**config.mk**
```make
export PLATFORM = sky130hd
export DESIGN_NAME = fsk_clkgen
export DESIGN_NICKNAME = d
export VERILOG_FILES = /design/src/rtl/fsk_clkgen.sv
export SDC_FILE = /design/constraint.sdc
export NUM_CORES = 1
export LEC_CHECK = 0
export ABC_AREA = 0
export BUFFER_PORTS_ARGS = -buffer_cell sky130_fd_sc_hd__buf_2
export CAP_MARGIN = 20
export CORE_MARGIN = 2
export CORE_UTILIZATION = 52
export DETAILED_ROUTE_END_ITERATION = 16
export GPL_TIMING_DRIVEN = 0
export PLACE_DENSITY_LB_ADDON = 0.2
export SLEW_MARGIN = 25
export SYNTH_ARGS = -nofsm -noshare
export SYNTH_HDL_FRONTEND = slang
export SYNTH_SLANG_ARGS = --single-unit
```
**constraint.sdc**
```tcl
create_clock -name clk -period 2.8 [get_ports clk]
set_input_delay 0.56 -clock clk [delete_from_list [all_inputs] [get_ports clk]]
set_output_delay 0.56 -clock clk [all_outputs]
set_load 0.005 [all_outputs]
```
**src/rtl/fsk_clkgen.sv**
```systemverilog
// FSK clock divider: produces a ~50% duty divided clock whose period switches
// between div0 and div1 according to sel, changing only at period boundaries.
module fsk_clkgen #(
    parameter int WIDTH = 8
) (
    input  logic             clk,
    input  logic             reset,
    input  logic             en,
    input  logic             sel,
    input  logic [WIDTH-1:0] div0,
    input  logic [WIDTH-1:0] div1,
    output logic             clk_out,
    output logic             tick,
    output logic             sel_active
);

    typedef enum logic {
        IDLE,
        RUN
    } state_t;

    state_t           state, state_nxt;
    logic [WIDTH-1:0] cnt, cnt_nxt;
    logic [WIDTH-1:0] n_act, n_act_nxt;
    logic [WIDTH-1:0] n_raw, n_start, high_len;
    logic             clk_out_nxt, tick_nxt, sel_active_nxt;
    logic             start;

    // Divisors below 2 cannot form a period with both a high and a low phase.
    always_comb begin
        n_raw    = sel ? div1 : div0;
        n_start  = (n_raw < WIDTH'(2)) ? WIDTH'(2) : n_raw;
        high_len = n_act - (n_act >> 1);
    end

    always_comb begin
        state_nxt      = state;
        cnt_nxt        = cnt;
        n_act_nxt      = n_act;
        clk_out_nxt    = 1'b0;
        tick_nxt       = 1'b0;
        sel_active_nxt = sel_active;
        start          = 1'b0;

        case (state)
            IDLE: begin
                cnt_nxt = '0;
                if (en) begin
                    state_nxt = RUN;
                    start     = 1'b1;
                end
            end
            RUN: begin
                if (!en) begin
                    state_nxt = IDLE;
                    cnt_nxt   = '0;
                end else if (cnt == n_act - WIDTH'(1)) begin
                    start = 1'b1;
                end else begin
                    cnt_nxt     = cnt + WIDTH'(1);
                    clk_out_nxt = (cnt + WIDTH'(1)) < high_len;
                end
            end
            default: state_nxt = IDLE;
        endcase

        // A period start re-samples sel and the divisors; nothing else does.
        if (start) begin
            cnt_nxt        = '0;
            n_act_nxt      = n_start;
            sel_active_nxt = sel;
            clk_out_nxt    = 1'b1;
            tick_nxt       = 1'b1;
        end
    end

    always_ff @(posedge clk or negedge reset) begin
        if (!reset) begin
            state      <= IDLE;
            cnt        <= '0;
            n_act      <= WIDTH'(2);
            clk_out    <= 1'b0;
            tick       <= 1'b0;
            sel_active <= 1'b0;
        end else begin
            state      <= state_nxt;
            cnt        <= cnt_nxt;
            n_act      <= n_act_nxt;
            clk_out    <= clk_out_nxt;
            tick       <= tick_nxt;
            sel_active <= sel_active_nxt;
        end
    end

endmodule
```
-- Word level (Yosys, flattened, before mapping)
Index checks and enable logic that the tools add are counted.
- bits in registers: 20
- bits of input ports: 20
- output and inout bits: 3
- $add $sub $neg: 3
- order comparisons: 2
- equal/unequal tests: 2
- multiplexer cells: 15
- bitwise operators: 1
- operators by type and width (operator ; count):
    2-to-1 mux 8 bit ; 5
    case mux 8 bit (2 select lines) ; 1
    adder 8 x 1 -> 8 bit (second input constant) ; 1
    equality test 8 bit ; 1
    < comparator 8 x 2 -> 1 bit (second input constant) ; 1
    < comparator 8 bit ; 1
    2-to-1 mux 1 bit ; 8
    subtractor 8 x 1 -> 8 bit (second input constant) ; 1
    subtractor 8 x 7 -> 8 bit ; 1
    inequality test 4 bit (second input constant) ; 1
    case mux 1 bit (2 select lines) ; 1
    inverter 1 bit ; 1

-- Logic depth before layout (Yosys ltp)
- word-level depth: 6
- gate-level depth with buffers: 15
- mapped depth without buffers: 15

-- Worst setup path before layout
No wires, ideal clock.
- kind: register -> register
- start: register n_act[1]
- end: register clk_out
- setup time: 84 ps
- arrival: 2581 ps
- data required time: 2716 ps
- setup slack: 135 ps
- cell stages (with the launch flop): 15
- clock period less this slack: 2665 ps
- cell sequence: dfstp_2 > ha_1 > inv_1 > fa_1 > nand2b_1 > a21oi_1 > nor2_1 > xnor2_1 > ha_1 > a21o_1 > a21oi_1 > o21ai_0 > a21o_1 > a21o_1 > a21boi_0
- cells in the longest elaborated chain, start to end: 6
- ends and longest elaborated chain (element ; line ; text):
    start, declared ; 24 ; logic [WIDTH-1:0] n_act, n_act_nxt;
    start signal, assigned ; 88 ; n_act <= n_act_nxt;
    subtractor 8 x 7 -> 8 bit or subtractor 8 x 1 -> 8 bit (tied branches) ; 33, 57 ;
    < comparator 8 bit or equality test 8 bit (tied branches) ; 61, 57 ;
    2-to-1 mux 1 bit ; 57 ; end else if (cnt == n_act - WIDTH'(1)) begin
    2-to-1 mux 1 bit ; 54 ; if (!en) begin
    2-to-1 mux 1 bit or case mux 1 bit (2 select lines) (tied branches) ; 45 ; case (state)
    2-to-1 mux 1 bit * ; 68 ; if (start) begin
    via clk_out_nxt ; 26 ; logic clk_out_nxt, tick_nxt, sel_active_nxt;
    end signal, assigned ; 89 ; clk_out <= clk_out_nxt;
    end, declared ; 12 ; output logic clk_out,
Mark *: on every way through the listed nets, which the timed path passes. The rest lies on a longest branch.
A chain may end at the register's enable or synchronous reset.

-- Worst setup path in the final report
Ends and elaborated chain as after synthesis.

==> metrics.md <==
| Metric | Value |
|---|---|
| Mapped Nets | `207` |
| Synthesized area per cell | `10.1 sq um` |
| Via count | `1,225` |
| Status | `finished with violations` |
| WL per Instance | `13.3 um` |
| Final hold violation count | `0` |
| Clock sinks | `20` |
| Slew HR | `59.4%` |
| Crit Path Class | `register to register` |
| Global-route wire length before repair | `5510 um` |
| Hold_ws | `0.168 ns` |
| Leak | `1.02 nW` |
| Pwr Total | `1.11 mW` |
| Clk buf depth | `2` |
| H-tree depth | `1` |
| Cell chain of the critical path | `ha_4 -> inv_2 -> fa_2 -> nand2b_1 -> a21oi_2 -> nor2_1 -> xnor2_1 -> ha_1 -> a21o_1 -> a21oi_2 -> o21ai_1 -> a21o_1 -> a21o_1 -> a21boi_1` |
| Drt initial violations | `41` |
| Ranking of synthesized cells by area | `dfrtp_1, ha_1, mux2i_1` |
| # diodes | `0` |
| Worst Clk Skew | `0.00316 ns` |
| Final period util | `100%` |
| Max Cap Viol | `0` |
| ANT nets after route | `0` |
| Critical Path End Type | `register` |
| Worst EP arrival | `3.07 ns` |
| Worst-Skew Late Latency | `0.32 ns` |
| Post-DP HPWL | `2490 um` |
| Vias in the first global route | `1,254` |
| Synth Area in Adders | `18.7%` |
| Register bit count reported by yosys | `20` |
| Min Tclk post-route | `2.81 ns` |
| Starting Density | `54.4%` |
| Vias per std cell | `5.17` |
| Setup TNS | `-0.0123 ns` |
| Crit path buffers/inverters | `1` |
| Worst Path Required | `3.05 ns` |
| Die W | `60.3 um` |
| Core area | `0.00303 sq mm` |
| Mapped Cells | `163` |
| CP Max Fanout | `4` |
| Final setup fails | `1` |
| Pins Over Slew Limit | `0` |
| Initial antenna violation count | `0` |
| Synth Area in Simple Gates | `11.8%` |
| Slowest-stage cell, CP | `dfstp_2` |
| Yosys warnings | `0` |
| Port-buffer cells | `22` |
| Post-synthesis sequential area ratio | `30.4%` |
| Post-DP Area | `0.00181 sq mm` |
| F_max | `356 MHz` |
| Pwr Density | `576 mW/mm^2` |
| Worst stage delay on the critical path | `0.61 ns` |
| Reg clk slew, reported paths | `0.12 ns` |
| Largest net degree at the start of global routing | `21` |
| CTS Buf Count | `3` |
| Post-Route WL | `3150 um` |
| Drt pass-1 iters | `4` |
| Routability Congestion | `0.874` |
| Failing checks | `negative setup slack` |
| CP dominant cell by count | `a21o_1` |
| Worst path top cell family by delay | `compound AO/OA/AOI/OAI gates` |
| Compound-gate portion of the synthesized area | `9.72%` |
| Site row count | `20` |
| Top-level port count | `23` |
| Die H | `60.3 um` |
| Distinct cell type count after synthesis | `33` |
| Post-Synth XOR/XNOR Area | `13.8%` |
| CP startpoint kind | `register` |
| Least-Margin Pin Slew | `0.609 ns` |
| Synthesized area | `0.00165 sq mm` |
| Final Cell Area | `0.00193 sq mm` |
| Total global routing track utilization | `20.6%` |
| RSZ-0062 raised after global routing | `true` |
| Synth top area share | `28.9%` |
| Setup WS post-layout | `-0.0123 ns` |
| Die area | `0.00364 sq mm` |
| Root buffer cell | `clkbuf_4` |
| Leading area contributor after synthesis | `dfrtp_1` |
| Area grow syn2layout | `17.1%` |
| Drt drc | `0` |
| Largest family of logic cells by synthesized area | `adder cells` |
| Mux contribution to synthesized area | `11.2%` |
| Layout cell share with drive strength beyond 1 | `23.8%` |
| Nets | `238` |
| Grt ovf | `0` |
| CTS tree | `built` |
| Max IR drop VDD | `338 uV` |
| Hold buffer count at CTS | `0` |
| Min-Delay Path Class | `primary input to asynchronous set/reset pin` |
[routing by layer]
metal	track usage, %	routed length (um)	vias up
met2	37.4	1630	30
met3	3.25	120	5
li1	-	-	611
met4	6.03	42	0
met5	0	0	-
met1	24.6	1360	579
[worst reg2reg max path, stage by stage, from the launching register on]
cell,delay (ns)
dfstp_2,0.61
ha_4,0.15
inv_2,0.04
fa_2,0.34
nand2b_1,0.09
a21oi_2,0.06
nor2_1,0.15
xnor2_1,0.18
ha_1,0.30
a21o_1,0.18
a21oi_2,0.11
o21ai_1,0.09
a21o_1,0.17
a21o_1,0.16
a21boi_1,0.13
[report_power, final]
part	switching, mW	internal [mW]	leakage, nW	total, mW
combinational	0.272	0.245	0.743	0.518
sequential	0.0304	0.318	0.249	0.348
clock	0.101	0.145	0.0279	0.246
[cells in the mapped netlist]
cell and instances:
fa_1 1, and2_1 6, nand2_1 5, inv_1 15, buf_1 1, o21ai_0 4, ha_1 23, nor4_1 1
mux2_4 3, nor2b_1 1, and3_1 2, a21boi_0 2, a21boi_1 1, nor2_1 9, a21o_1 3, xnor2_1 15
a41oi_1 2, nor4_4 1, a211oi_1 1, mux2i_1 14, nand2b_1 4, xor2_1 11, dfrtp_1 19, dfstp_2 1
o21bai_1 1, nand3_1 3, nand3b_1 1, a21oi_1 7, o21ba_2 1, o2111ai_1 1, a221oi_1 1, nor3_1 2
buf_6 1
[state kept, by name, summed over array words and instances (netlist names)]
register	cells
clk_out	1
tick	1
cnt	8
n_act	8
state	1
sel_active	1
[cell usage in the layout (no fill, tap or decap), drive strengths merged, types with 4 or more instances in the layout]
cell type	Yosys	routed
a21oi	7	7
nand2b	4	4
ha	23	23
mux2i	14	14
nand2	5	5
o21ai	4	4
inv	15	15
dfrtp	19	19
nor2	9	9
xor2	11	11
and2	6	6
buf	2	28
xnor2	15	15
[final cells by class]
class / count / area [sq um]
Multi-Input combinational cell: 126 / 1110
Sequential cell: 20 / 503
Clock buffer: 3 / 22.5
Buffer: 2 / 15.0
Timing Repair Buffer: 26 / 140
Clock inverter: 1 / 30.0
Inverter: 15 / 56.3
Fill cell: 263 / 1100
Tap cell: 44 / 55.1
[worst paths after layout]
check / depth (start not counted) / end / slack (ns) / startpoint
setup / recovery: 14 / clk_out / -0.01 / n_act[1]
hold / removal: 1 / cnt[4] / 0.17 / reset
setup reg to reg: 14 / clk_out / -0.01 / n_act[1]
hold reg to reg: 1 / sel_active / 0.54 / sel_active
max in group asynchronous: 1 / n_act[1] / 2.29 / reset
min in group clk: 1 / state / 0.39 / en
[metrics by stage]
stage	std cells	worst slack [ns]	util [%]
floorplan	163	0.135	-
global route	237	-0.105	63.7
global placement	229	-0.0697	59.9
CTS	236	0.00184	63.0
detailed placement	229	-0.147	59.9
finish	237	-0.0123	63.7
[timing repair]
| item | CTS | global route |
|---|---|---|
| gates cloned | 0 | 0 |
| endpoints found under the hold margin | 0 | 0 |
| endpoints found under the setup margin | 1 | 1 |
| setup buffers | 3 | 1 |
| gates resized for setup | 8 | 5 |
| pin swaps | 10 | 7 |
[logic make-up (layout without fill, tap and decap cells)]
| logic type | after synthesis | in the layout |
|---|---|---|
| AO/OA/AOI/OAI | 24 | 24 |
| multiplexers | 17 | 17 |
| AND/OR/NAND/NOR | 35 | 35 |
| buffers and inverters | 17 | 47 |
| flip-flops | 20 | 20 |
| adder cells (fa/ha/maj) | 24 | 24 |
| XOR/XNOR | 26 | 26 |
(Power assumes the default switching activity.)
